`config.mk`:
```
export PLATFORM = sky130hd
export DESIGN_NAME = avalon_wait_gen
export DESIGN_NICKNAME = d
export VERILOG_FILES = /design/src/rtl/avalon_wait_pkg.sv /design/src/rtl/avalon_wait_gen_lfsr16.sv /design/src/rtl/avalon_wait_gen.sv
export SDC_FILE = /design/constraint.sdc
export NUM_CORES = 1
export LEC_CHECK = 0
export ABC_AREA = 0
export BUFFER_PORTS_ARGS = -buffer_cell sky130_fd_sc_hd__buf_4
export CAP_MARGIN = 30
export CELL_PAD_IN_SITES_DETAIL_PLACEMENT = 1
export CELL_PAD_IN_SITES_GLOBAL_PLACEMENT = 1
export CORE_MARGIN = 2
export CORE_UTILIZATION = 36
export DETAILED_ROUTE_END_ITERATION = 10
export PLACE_DENSITY = 0.86
export SLEW_MARGIN = 20
export SYNTH_ARGS = -nofsm -noshare
export SYNTH_HDL_FRONTEND = slang
export SYNTH_HIERARCHICAL = 1
export SYNTH_SLANG_ARGS = --single-unit
```
`constraint.sdc`:
```
create_clock -name clk -period 4.75 [get_ports clk]
set_clock_uncertainty 0.15 [all_clocks]
set_input_delay 0.95 -clock clk [delete_from_list [all_inputs] [get_ports clk]]
set_output_delay 0.95 -clock clk [all_outputs]
set_load 0.01 [all_outputs]
```
`src/rtl/avalon_wait_pkg.sv`:
```
// Shared types and constants for the Avalon wait-state generator.
// LFSR_TAPS marks taps 16,14,13,11 of a left-shifting Fibonacci LFSR.
package avalon_wait_pkg;

   typedef enum logic {
      IDLE,
      WAIT
   } state_e;

   localparam int          WAIT_W    = 16;
   localparam logic [15:0] LFSR_TAPS = 16'hB400;

   function automatic logic [15:0] lfsr_step(input logic [15:0] s);
      return {s[14:0], ^(s & LFSR_TAPS)};
   endfunction

endpackage

```
`src/rtl/avalon_wait_gen_lfsr16.sv`:
```
// 16-bit Fibonacci LFSR for wait-state jitter; built only when the
// RANDOM_WAIT_EN macro is defined.
`ifdef RANDOM_WAIT_EN
module lfsr16
   import avalon_wait_pkg::*;
#(
   parameter logic [15:0] SEED = 16'hACE1
) (
   input  logic        clk,
   input  logic        reset,
   input  logic        adv,
   output logic [15:0] q
);

   logic [15:0] lfsr_q;
   logic [15:0] lfsr_d;

   always_comb begin
      lfsr_d = lfsr_q;
      if (adv) begin
         lfsr_d = lfsr_step(lfsr_q);
      end
   end

   always_ff @(posedge clk or posedge reset) begin
      if (reset) begin
         lfsr_q <= SEED;
      end else begin
         lfsr_q <= lfsr_d;
      end
   end

   assign q = lfsr_q;

endmodule
`endif

```
`src/rtl/avalon_wait_gen.sv`:
```
// Avalon-MM wait-state generator: stalls each master access N cycles.
// Define RANDOM_WAIT_EN to add LFSR jitter to N.
module avalon_wait_gen
   import avalon_wait_pkg::*;
#(
   parameter int          READ_WAIT   = 2,
   parameter int          WRITE_WAIT  = 3,
   parameter int          DATA_WIDTH  = 32,
   parameter logic [15:0] LFSR_SEED   = 16'hACE1,
   parameter logic [15:0] JITTER_MASK = 16'h0003
) (
   input  logic                    clk,
   input  logic                    reset,
   input  logic                    m_read,
   input  logic                    m_write,
   input  logic [31:0]             m_address,
   input  logic [DATA_WIDTH-1:0]   m_writedata,
   input  logic [DATA_WIDTH/8-1:0] m_byteenable,
   output logic                    m_waitrequest,
   output logic [DATA_WIDTH-1:0]   m_readdata,
   output logic                    s_read,
   output logic                    s_write,
   output logic [31:0]             s_address,
   output logic [DATA_WIDTH-1:0]   s_writedata,
   output logic [DATA_WIDTH/8-1:0] s_byteenable,
   input  logic [DATA_WIDTH-1:0]   s_readdata,
   output logic                    proto_err,
   output logic [31:0]             stall_count
);

   localparam int BE_W = DATA_WIDTH / 8;
   localparam logic [WAIT_W-1:0] RD_N = WAIT_W'(READ_WAIT);
   localparam logic [WAIT_W-1:0] WR_N = WAIT_W'(WRITE_WAIT);

   if (READ_WAIT > 65535 - int'(JITTER_MASK) ||
       WRITE_WAIT > 65535 - int'(JITTER_MASK)) begin : g_bad_wait
      $error("wait parameter exceeds 16-bit counter range");
   end
   if (LFSR_SEED == 16'h0) begin : g_bad_seed
      $error("LFSR seed must be nonzero");
   end

   state_e              state_q, state_d;
   logic [WAIT_W-1:0]   cnt_q, cnt_d;
   logic                wr_q, wr_d;
   logic [31:0]         addr_q, addr_d;
   logic [DATA_WIDTH-1:0] data_q, data_d;
   logic [BE_W-1:0]     be_q, be_d;
   logic                err_q, err_d;
   logic [31:0]         stall_q, stall_d;

   logic                accept;
   logic [WAIT_W-1:0]   n_wait;
   logic                wait_o;
   logic                s_rd;
   logic                s_wr;
   logic [DATA_WIDTH-1:0] rdata;

`ifdef RANDOM_WAIT_EN
   logic [15:0] lfsr;

   lfsr16 #(
      .SEED (LFSR_SEED)
   ) u_lfsr (
      .clk   (clk),
      .reset (reset),
      .adv   (accept),
      .q     (lfsr)
   );

   assign n_wait = (m_write ? WR_N : RD_N) + (lfsr & JITTER_MASK);
`else
   assign n_wait = m_write ? WR_N : RD_N;
`endif

   always_comb begin
      state_d      = state_q;
      cnt_d        = cnt_q;
      wr_d         = wr_q;
      addr_d       = addr_q;
      data_d       = data_q;
      be_d         = be_q;
      err_d        = err_q;
      accept       = 1'b0;
      wait_o       = 1'b0;
      s_rd         = 1'b0;
      s_wr         = 1'b0;
      s_address    = addr_q;
      s_writedata  = data_q;
      s_byteenable = be_q;
      rdata        = '0;
      unique case (state_q)
         IDLE: begin
            if (m_read || m_write) begin
               accept = 1'b1;
               if (m_read && m_write) begin
                  err_d = 1'b1;
               end
               if (n_wait == '0) begin
                  s_rd         = ~m_write;
                  s_wr         = m_write;
                  s_address    = m_address;
                  s_writedata  = m_writedata;
                  s_byteenable = m_byteenable;
                  if (!m_write) begin
                     rdata = s_readdata;
                  end
               end else begin
                  wait_o  = 1'b1;
                  state_d = WAIT;
                  cnt_d   = n_wait - 16'd1;
                  wr_d    = m_write;
                  addr_d  = m_address;
                  data_d  = m_writedata;
                  be_d    = m_byteenable;
               end
            end
         end
         WAIT: begin
            // master withdrew mid-transfer: drop it without a strobe
            if (wr_q ? !m_write : !m_read) begin
               state_d = IDLE;
               cnt_d   = '0;
               err_d   = 1'b1;
            end else if (cnt_q == '0) begin
               s_rd    = ~wr_q;
               s_wr    = wr_q;
               state_d = IDLE;
               if (!wr_q) begin
                  rdata = s_readdata;
               end
            end else begin
               wait_o = 1'b1;
               cnt_d  = cnt_q - 16'd1;
            end
         end
         default: state_d = IDLE;
      endcase
   end

   assign m_waitrequest = wait_o & ~reset;
   assign s_read        = s_rd & ~reset;
   assign s_write       = s_wr & ~reset;
   assign m_readdata    = reset ? '0 : rdata;
   assign proto_err     = err_q;
   assign stall_count   = stall_q;

   always_comb begin
      stall_d = stall_q;
      if (m_waitrequest && (stall_q != 32'hFFFF_FFFF)) begin
         stall_d = stall_q + 32'd1;
      end
   end

   always_ff @(posedge clk or posedge reset) begin
      if (reset) begin
         state_q <= IDLE;
         cnt_q   <= '0;
         wr_q    <= 1'b0;
         addr_q  <= '0;
         data_q  <= '0;
         be_q    <= '0;
         err_q   <= 1'b0;
         stall_q <= '0;
      end else begin
         state_q <= state_d;
         cnt_q   <= cnt_d;
         wr_q    <= wr_d;
         addr_q  <= addr_d;
         data_q  <= data_d;
         be_q    <= be_d;
         err_q   <= err_d;
         stall_q <= stall_d;
      end
   end

endmodule

```
==> results of run 1 <==
-- cells by family (layout without fill, tap and decap cells) --
logic type | Yosys count | after routing
fa+ha+maj | 2 | 2
xor+xnor | 41 | 41
flops | 119 | 119
buf+inv | 29 | 287
compound gates | 24 | 24
mux | 71 | 71
simple gates | 163 | 163
-- final timing paths --
check | to | cells after the start
worst max-delay path | m_readdata[18] | 8
worst min-delay path | stall_count[10]$_DFFE_PP0P_ | 1
worst max register to register | stall_count[29]$_DFFE_PP0P_ | 8
worst min register to register | stall_count[10]$_DFFE_PP0P_ | 1
max in group asynchronous | data_q[21]$_DFFE_PP0P_ | 4
min in group asynchronous | state_q$_DFF_PP0_ | 2
-- sequential cells by signal (all words and copies together), names as in the netlist --
| register | cells |
|---|---|
| proto_err | 1 |
| be_q | 4 |
| wr_q | 1 |
| addr_q | 32 |
| stall_count | 32 |
| state_q | 1 |
| cnt_q | 16 |
| data_q | 32 |
-- cell type report --
class | count | area [µm²] | share of cell area [%]
Clock buffer | 19 | 452.9 | 5.679
Inverter | 10 | 40.04 | 0.5020
Multi-Input combinational cell | 301 | 2265 | 28.40
Sequential cell | 119 | 2978 | 37.34
Timing Repair Buffer | 245 | 1864 | 23.38
Clock inverter | 13 | 145.1 | 1.820
Tap cell | 184 | 230.2 | 2.887
-- metal layers --
layer  up-vias  wire length, µm  track usage [%]
met5         -                0                0
met4         0              277            7.046
met3        26             1337            8.071
met2       198             8802            39.09
met1      2225             6151            21.85
li1       2049                -                -
-- critical path, cell delays in order, from the launching register on --
cell	delay (ns)
dfrtp_1	0.39
inv_1	0.09
ha_1	0.20
or4b_2	0.63
or4_4	0.57
nor4b_4	0.26
buf_4	0.28
and2_1	0.17
buf_4	0.12
-- power by group --
group | switching [mW] | total (mW) | internal [mW]
combinational | 0.882 | 1.87 | 0.989
clock | 0.486 | 1.29 | 0.805
sequential | 0.279 | 1.67 | 1.39
total | 1.65 | 4.84 | 3.19
-- cell usage after synthesis (3+ instances only) --
cell type | n | area, µm²
nor2_1 | 33 | 123.9
xor2_1 | 23 | 201.4
nand3_1 | 13 | 65.06
nand4_1 | 9 | 56.30
and4_1 | 7 | 61.31
inv_1 | 10 | 37.54
buf_6 | 4 | 45.04
mux2_2 | 69 | 777.0
o21ai_0 | 3 | 15.01
nand2_1 | 21 | 78.83
xnor2_1 | 18 | 157.7
or4_1 | 6 | 45.04
nand2b_1 | 4 | 25.02
clkbuf_1 | 9 | 33.78
dfrtp_1 | 119 | 2978
nor4_1 | 5 | 31.28
nor2b_1 | 5 | 31.28
a21oi_1 | 8 | 40.04
buf_2 | 6 | 30.03
and2_1 | 31 | 193.9
nor3_1 | 16 | 80.08
==> impl_metrics.toml, run 1 <==
[grt]
gr-total-overflow = 0
grt_max_degree = 48
first_global_vias = 5145
antenna_found_initial = 0
track_usage_pct = 21.13
grt_pass1_wl_um = 26570

[place]
place_ws_ns = 0.9425
place_area_um2 = 7371
dp.cells = 859
port_buffers = 239
routabilityCongestion = 0.8217
dpl.hpwl_um = 12150

[sta]
drv_slew = 0
finalCriticalPeriod_ns = 4.225
hold_slack_ns = 0.3466
rsz0062_at_grt = "no"
setup-violations-final = 0
fmax_mhz = 236.7
worstMarginPinSlew_ns = 0.9010
timing.final.crit_share_pct = 88.95
hold_viol = 0
finalWorstSetupSlack_ns = 0.5250
finalSetupTns_ns = 0
slew_headroom_pct = 39.71

[worst_setup_path]
path_class = "reg2out"
startpoint_type = "register"
critical_path_arrival_ns = 3.12
crit_path_start = "cnt_q[0]$_DFFE_PP0P_"
cp_max_fo = 32
cp-end-kind = "output pin"
r2r_start = "cnt_q[0]$_DFFE_PP0P_"
r2r_slack_ns = 1.67
required_ns = 3.65

[die]
die_h_um = 126.2
die-area_um2 = 15910
initial_core_util_pct = 36.96
coreArea_um2 = 14530
rows = 44
die_w_um = 126.2
ios = 240

[routing]
postRouteAntennaNets = 0
routed_wl_um = 16570
drt_iter0_drc = 133
dr.pass1.iters = 4
vias_per_cell = 5.048
route.detailed.drc = 0
wl_per_cell_um = 18.60
vias = 4498

[finish]
final_common_cell = "buf_4"
final_nets = 800
final_cell_mix = "243 x buf_4, 119 x dfrtp_1, 69 x mux2_2"
stdcell_area_um2 = 7975
layout.cells.non_filler = 891
n_antenna_cell = 0
syn_to_final_growth_pct = 48.47
final_core_util_pct = 54.87
fillers = 1560
drive_above_1_share_pct = 49.93

[power]
power_density_nw_per_um2 = 606.3
ir_worst_vdd_v = 0.0003760
power_mw = 4.836
leakagePower_nw = 3.857

[synthesis]
synthSimpleGateAreaFrac_pct = 16.89
synth_compound_area_share_pct = 2.958
synth_ff_type = "dfrtp_1"
synth_fa_ha_area_share_pct = 0.4659
netlist_area_um2 = 5371
synth_edf_count = 0
synthArstFlopShare_pct = 100.0
synthCells = 449
synth_mux_area_share_pct = 14.84
synth_top_family_by_area = "simple AND/OR/NAND/NOR gates"
ys_seq_area_share_pct = 55.44
synth.distinct_cells = 44
synth_nets = 555
yosys.area_share.xor_xnor_pct = 6.685
synth-seq-cells = 119
yosys_warnings = 6
syn_avg_cell_area_um2 = 11.96

[clock_network]
cts.sinks = 119
h-tree-depth = 4
cts-buffers-inserted = 17
insertion_delay_ns = 0.41
cts-root-buf = "clkbuf_16"
ctsHoldBuffers = 0
cts.repair.resized = 0
clk_pin_slew_ns = 0.05
postCtsSetupBuffers = 0
cts_tree = "built"
clockBufferDepth = 2

[status]
outcome = "finished clean"

[flow_run]
drv_cap = 0

[hold_path]
hp-start = "stall_count[10]$_DFFE_PP0P_"
worst_hold_path_type = "reg2reg"
Note: power is estimated with default switching activity, not from simulation.
==> run 2: changes to the inputs <==
--- a/config.mk
+++ b/config.mk
@@ -11,9 +11,10 @@
 export CELL_PAD_IN_SITES_DETAIL_PLACEMENT = 1
 export CELL_PAD_IN_SITES_GLOBAL_PLACEMENT = 1
 export CORE_MARGIN = 2
-export CORE_UTILIZATION = 36
+export CORE_UTILIZATION = 39
 export DETAILED_ROUTE_END_ITERATION = 10
-export PLACE_DENSITY = 0.86
+export PLACE_DENSITY = 0.91
+export REMOVE_ABC_BUFFERS = 1
 export SLEW_MARGIN = 20
 export SYNTH_ARGS = -nofsm -noshare
 export SYNTH_HDL_FRONTEND = slang
==> constraint.sdc (replaced) <==
create_clock -name clk -period 5 [get_ports clk]
set_clock_uncertainty 0.15 [all_clocks]
set_input_delay 1 -clock clk [delete_from_list [all_inputs] [get_ports clk]]
set_output_delay 1 -clock clk [all_outputs]
set_load 0.01 [all_outputs]
==> run 2 against run 1 <==
  * Core utilization up 5.2 points
  * Global-route usage up 2.5 points
  * Routed wire length up 4.3%
  * Highest routed layer unchanged
==> impl_metrics.toml, run 2 (same netlist as run 1, synthesis figures left out) <==
[sta]
setup-violations-final = 0
worstMarginPinSlew_ns = 0.8818
finalSetupTns_ns = 0
finalWorstSetupSlack_ns = 0.7030
drv_slew = 0
timing.final.crit_share_pct = 85.94
fmax_mhz = 232.7
hold_viol = 0
slew_headroom_pct = 41.00
finalCriticalPeriod_ns = 4.297
rsz0062_at_grt = "no"

[finish]
final_cell_mix = "244 x buf_4, 119 x dfrtp_1, 69 x mux2_2"
layout.cells.non_filler = 883
final_nets = 800
syn_to_final_growth_pct = 49.24
final_common_cell = "buf_4"
n_antenna_cell = 0
stdcell_area_um2 = 8016
fillers = 1427
drive_above_1_share_pct = 49.79

[clock_network]
cts.sinks = 119
cts-buffers-inserted = 17
insertion_delay_ns = 0.42
cts-root-buf = "clkbuf_16"
postCtsSetupBuffers = 0
clockBufferDepth = 2
clk_pin_slew_ns = 0.05
ctsHoldBuffers = 0
h-tree-depth = 4
cts_tree = "built"
cts.repair.resized = 0

[grt]
antenna_found_initial = 0
track_usage_pct = 23.60
first_global_vias = 4922
grt_max_degree = 50
gr-total-overflow = 0
grt_pass1_wl_um = 26400

[hold_path]
hold_path_depth = 1
worst_hold_path_type = "reg2reg"

[worst_setup_path]
crit_family = "simple AND/OR/NAND/NOR gates"
path_depth = 8
critical_path_arrival_ns = 3.15
path_class = "reg2out"
slowest_stage = "or4b_2"
rr_worst_depth = 8
path_buf_inv = 3
cp-end-kind = "output pin"
required_ns = 3.85
cp_cell_sequence = "inv_1 > ha_1 > or4b_2 > or4_4 > nor4b_4 > buf_4 > and2_1 > buf_4"
startpoint_type = "register"
cp_max_fo = 32
cpMostUsedCell = "buf_4"
cp_slowest_stage_delay_ns = 0.63

[routing]
routed_wl_um = 17290
wl_per_cell_um = 19.58
route.detailed.drc = 0
drt_iter0_drc = 128
vias = 4469
postRouteAntennaNets = 0
vias_per_cell = 5.061
dr.pass1.iters = 4

[place]
dpl.hpwl_um = 12620
place_ws_ns = 1.127
place_area_um2 = 7328
routabilityCongestion = 0.8379
port_buffers = 239
dp.cells = 850

[power]
leakagePower_nw = 3.887
power_mw = 4.806
power_density_nw_per_um2 = 599.5
swShare_pct = 33.20
p_clk_share_pct = 29.4
p_switching_mw = 1.596
ir_worst_vdd_v = 0.0004433
intPower_mw = 3.210
power_frac_comb_pct = 37.2
share_seq_of_total_power_pct = 33.3

[status]
outcome = "finished clean"

[die]
die_w_um = 121.4
die_h_um = 121.4
die-area_um2 = 14730
initial_core_util_pct = 40.24
rows = 42
coreArea_um2 = 13350
ios = 240

[flow_run]
drv_cap = 0
-- run 2: cell types whose count changed in the layout (fill, tap and decap cells not counted), sizes merged --
| cell | delta |
|---|---|
| buf | -1 |
| clkinvlp | -1 |
| bufinv | +4 |
| clkinv | -2 |
-- run 2: per-stage QoR --
| stage | utilization, % | hold slack, ns |
|---|---|---|
| 2_1_floorplan | - | 0.3438 |
| 5_1_grt | 60.06 | 0.3607 |
| 3_5_place_dp | 54.90 | 0.3403 |
| 4_1_cts | 60.02 | 0.3514 |
| 3_3_place_gp | 54.90 | 0.3266 |
| 6_report | 60.06 | 0.3461 |
-- run 2: path summary, 6_finish.rpt --
path | start | end | slack (ns)
max | cnt_q[0]$_DFFE_PP0P_ | m_readdata[25] | 0.70
min | stall_count[10]$_DFFE_PP0P_ | stall_count[10]$_DFFE_PP0P_ | 0.35
max reg2reg | cnt_q[0]$_DFFE_PP0P_ | stall_count[31]$_DFFE_PP0P_ | 1.94
min reg2reg | stall_count[10]$_DFFE_PP0P_ | stall_count[10]$_DFFE_PP0P_ | 0.35
max in group asynchronous | reset | cnt_q[3]$_DFFE_PP0P_ | 3.31
min in group asynchronous | reset | addr_q[1]$_DFFE_PP0P_ | 0.46
-- run 2: power groups by stage --
stage / clock, mW / combinational [mW] / sequential [mW]
6_report: 1.42 / 1.79 / 1.60
5_1_grt: 1.48 / 1.91 / 1.65
4_1_cts: 1.44 / 1.81 / 1.60
3_5_place_dp: 0 / 1.78 / 1.59
3_3_place_gp: 0 / 1.70 / 1.55
2_1_floorplan: 0 / 0.840 / 1.69
-- run 2: layer usage --
metal / vias up / part of all wire [%] / global-route usage, %
met5: - / 0 / 0
met4: 0 / 3.6 / 10.63
met3: 42 / 5.5 / 6.297
met2: 152 / 55 / 43.79
met1: 2226 / 36 / 24.76
li1: 2049 / - / -
-- run 2: cell type report --
type                       count  area (µm²)  share of cell area (%)
clock buffer                  18       439.2                   5.478
clock inverter                14       244.0                   3.044
inverter                      10       40.04                  0.4995
multi-input combinational    301        2258                   28.17
sequential                   119        2978                   37.15
tap                          176       220.2                   2.747
timing repair buffer         245        1837                   22.91
==> run 3: changes to the inputs <==
--- a/config.mk
+++ b/config.mk
@@ -14,7 +14,6 @@
 export CORE_UTILIZATION = 39
 export DETAILED_ROUTE_END_ITERATION = 10
 export PLACE_DENSITY = 0.91
-export REMOVE_ABC_BUFFERS = 1
 export SLEW_MARGIN = 20
 export SYNTH_ARGS = -nofsm -noshare
 export SYNTH_HDL_FRONTEND = slang
==> run 3 against run 2 <==
  * Sequential power about the same
  * Critical path depth unchanged
  * Flip-flop and latch count unchanged
  * Clock-buffer cell count increased by 9
  * Worst hold slack got worse by 0.0026 ns
  * Clock power decreased by 20%
  * Global-route usage decreased by 1.2 points
  * First-iteration DRC count increased by 15%
  * Core utilization decreased by 0.97 points
  * Via count increased by 0.11%
  * Non-clock buffer count unchanged
  * Maximum frequency increased by 0.32%
  * Critical endpoint is now m_readdata[8]
==> impl_metrics.toml, run 3 (same netlist as run 1, synthesis figures left out) <==
[clock_network]
insertion_delay_ns = 0.41
ctsHoldBuffers = 0
cts-buffers-inserted = 17
clockBufferDepth = 2
cts-root-buf = "clkbuf_16"
clk_pin_slew_ns = 0.05
cts.sinks = 119
cts.repair.resized = 0
h-tree-depth = 4
cts_tree = "built"
postCtsSetupBuffers = 0

[routing]
vias = 4474
vias_per_cell = 5.078
wl_per_cell_um = 18.26
drt_iter0_drc = 147
route.detailed.drc = 0
dr.pass1.iters = 4
routed_wl_um = 16090
postRouteAntennaNets = 0

[grt]
first_global_vias = 5000
gr-total-overflow = 0
antenna_found_initial = 0
grt_pass1_wl_um = 25480
grt_max_degree = 66
track_usage_pct = 22.36

[power]
ir_worst_vdd_v = 0.0003450
power_density_nw_per_um2 = 570.6
leakagePower_nw = 3.832

[place]
dpl.hpwl_um = 12180
routabilityCongestion = 0.7845
place_ws_ns = 1.147
port_buffers = 239

[die]
die_w_um = 121.4
die-area_um2 = 14730
coreArea_um2 = 13350
initial_core_util_pct = 40.24
rows = 42
die_h_um = 121.4
ios = 240

[sta]
finalSetupTns_ns = 0
timing.final.crit_share_pct = 85.66
worstMarginPinSlew_ns = 0.8443
rsz0062_at_grt = "no"
fmax_mhz = 233.5
slew_headroom_pct = 43.50
drv_slew = 0
hold_viol = 0
finalWorstSetupSlack_ns = 0.7169
setup-violations-final = 0
finalCriticalPeriod_ns = 4.283

[finish]
final_nets = 800
final_cell_mix = "244 x buf_4, 119 x dfrtp_1, 69 x mux2_2"
final_common_cell = "buf_4"
fillers = 1415
ff_latch_area_um2 = 2978
drive_above_1_share_pct = 48.94
n_antenna_cell = 0
multi_input_area_um2 = 2258
syn_to_final_growth_pct = 46.82

[worst_setup_path]
startpoint_type = "register"
critical_path_arrival_ns = 3.13
cp-end-kind = "output pin"
required_ns = 3.85
cp_max_fo = 32
path_class = "reg2out"
r2r_slack_ns = 2.01
rr_worst_depth = 8
crit_path_start = "cnt_q[0]$_DFFE_PP0P_"
r2r_start = "cnt_q[0]$_DFFE_PP0P_"

[hold_path]
hold_path_depth = 1
hp-start = "proto_err$_DFFE_PP0P_"
worst_hold_path_type = "reg2reg"

[status]
outcome = "finished clean"

[flow_run]
drv_cap = 0
-- run 3: changes by cell type in the layout (fill, tap and decap cells not counted), sizes merged --
cell and delta:
clkbuf +9, bufinv -5, inv -4, clkinvlp -2
-- run 3: path summary, 6_finish.rpt --
kind,to
setup / recovery,m_readdata[8]
hold / removal,proto_err$_DFFE_PP0P_
setup reg to reg,stall_count[26]$_DFFE_PP0P_
hold reg to reg,proto_err$_DFFE_PP0P_
max in group asynchronous,data_q[24]$_DFFE_PP0P_
min in group asynchronous,proto_err$_DFFE_PP0P_
-- run 3: cell type report --
type	instances	share of cell area, %
well taps	176	2.792
inverters	10	0.5077
multi-input cells	301	28.64
clock buffers	27	6.505
clock inverters	3	0.5077
flip-flops and latches	119	37.76
repair buffers	245	23.29
-- run 3: report_power, final --
part,switching [mW],internal [mW]
Clock,0.398,0.741
Sequential,0.272,1.33
Combinational,0.832,0.931
Total,1.50,3.00
-- run 3: metrics by stage --
| stage | cell area, µm² | power (mW) | hold slack [ns] | std cells | utilization, % |
|---|---|---|---|---|---|
| after floorplan | 5371 | 2.527 | 0.3438 | 449 | - |
| after global placement | 7328 | 3.223 | 0.3317 | 850 | 54.90 |
| after detailed placement | 7328 | 3.370 | 0.3306 | 850 | 54.90 |
| after CTS | 7881 | 4.540 | 0.3453 | 880 | 59.05 |
| after global routing | 7886 | 4.754 | 0.3738 | 881 | 59.08 |
| final | 7886 | 4.500 | 0.3435 | 881 | 59.08 |
-- run 3: per-layer routing --
layer	up-vias	wire, µm	global-route usage [%]
met5	-	0	0
met1	2219	5584	22.62
met2	190	8765	42.45
met4	0	183	5.747
li1	2047	-	-
met3	18	1555	8.788
-- run 3: worst max-delay path, cell delays in order (launching register included) --
cell,delay (ns)
dfrtp_1,0.39
inv_1,0.10
ha_1,0.19
or4b_2,0.64
or4_4,0.56
nor4b_4,0.26
buf_4,0.28
and2_1,0.17
buf_4,0.12
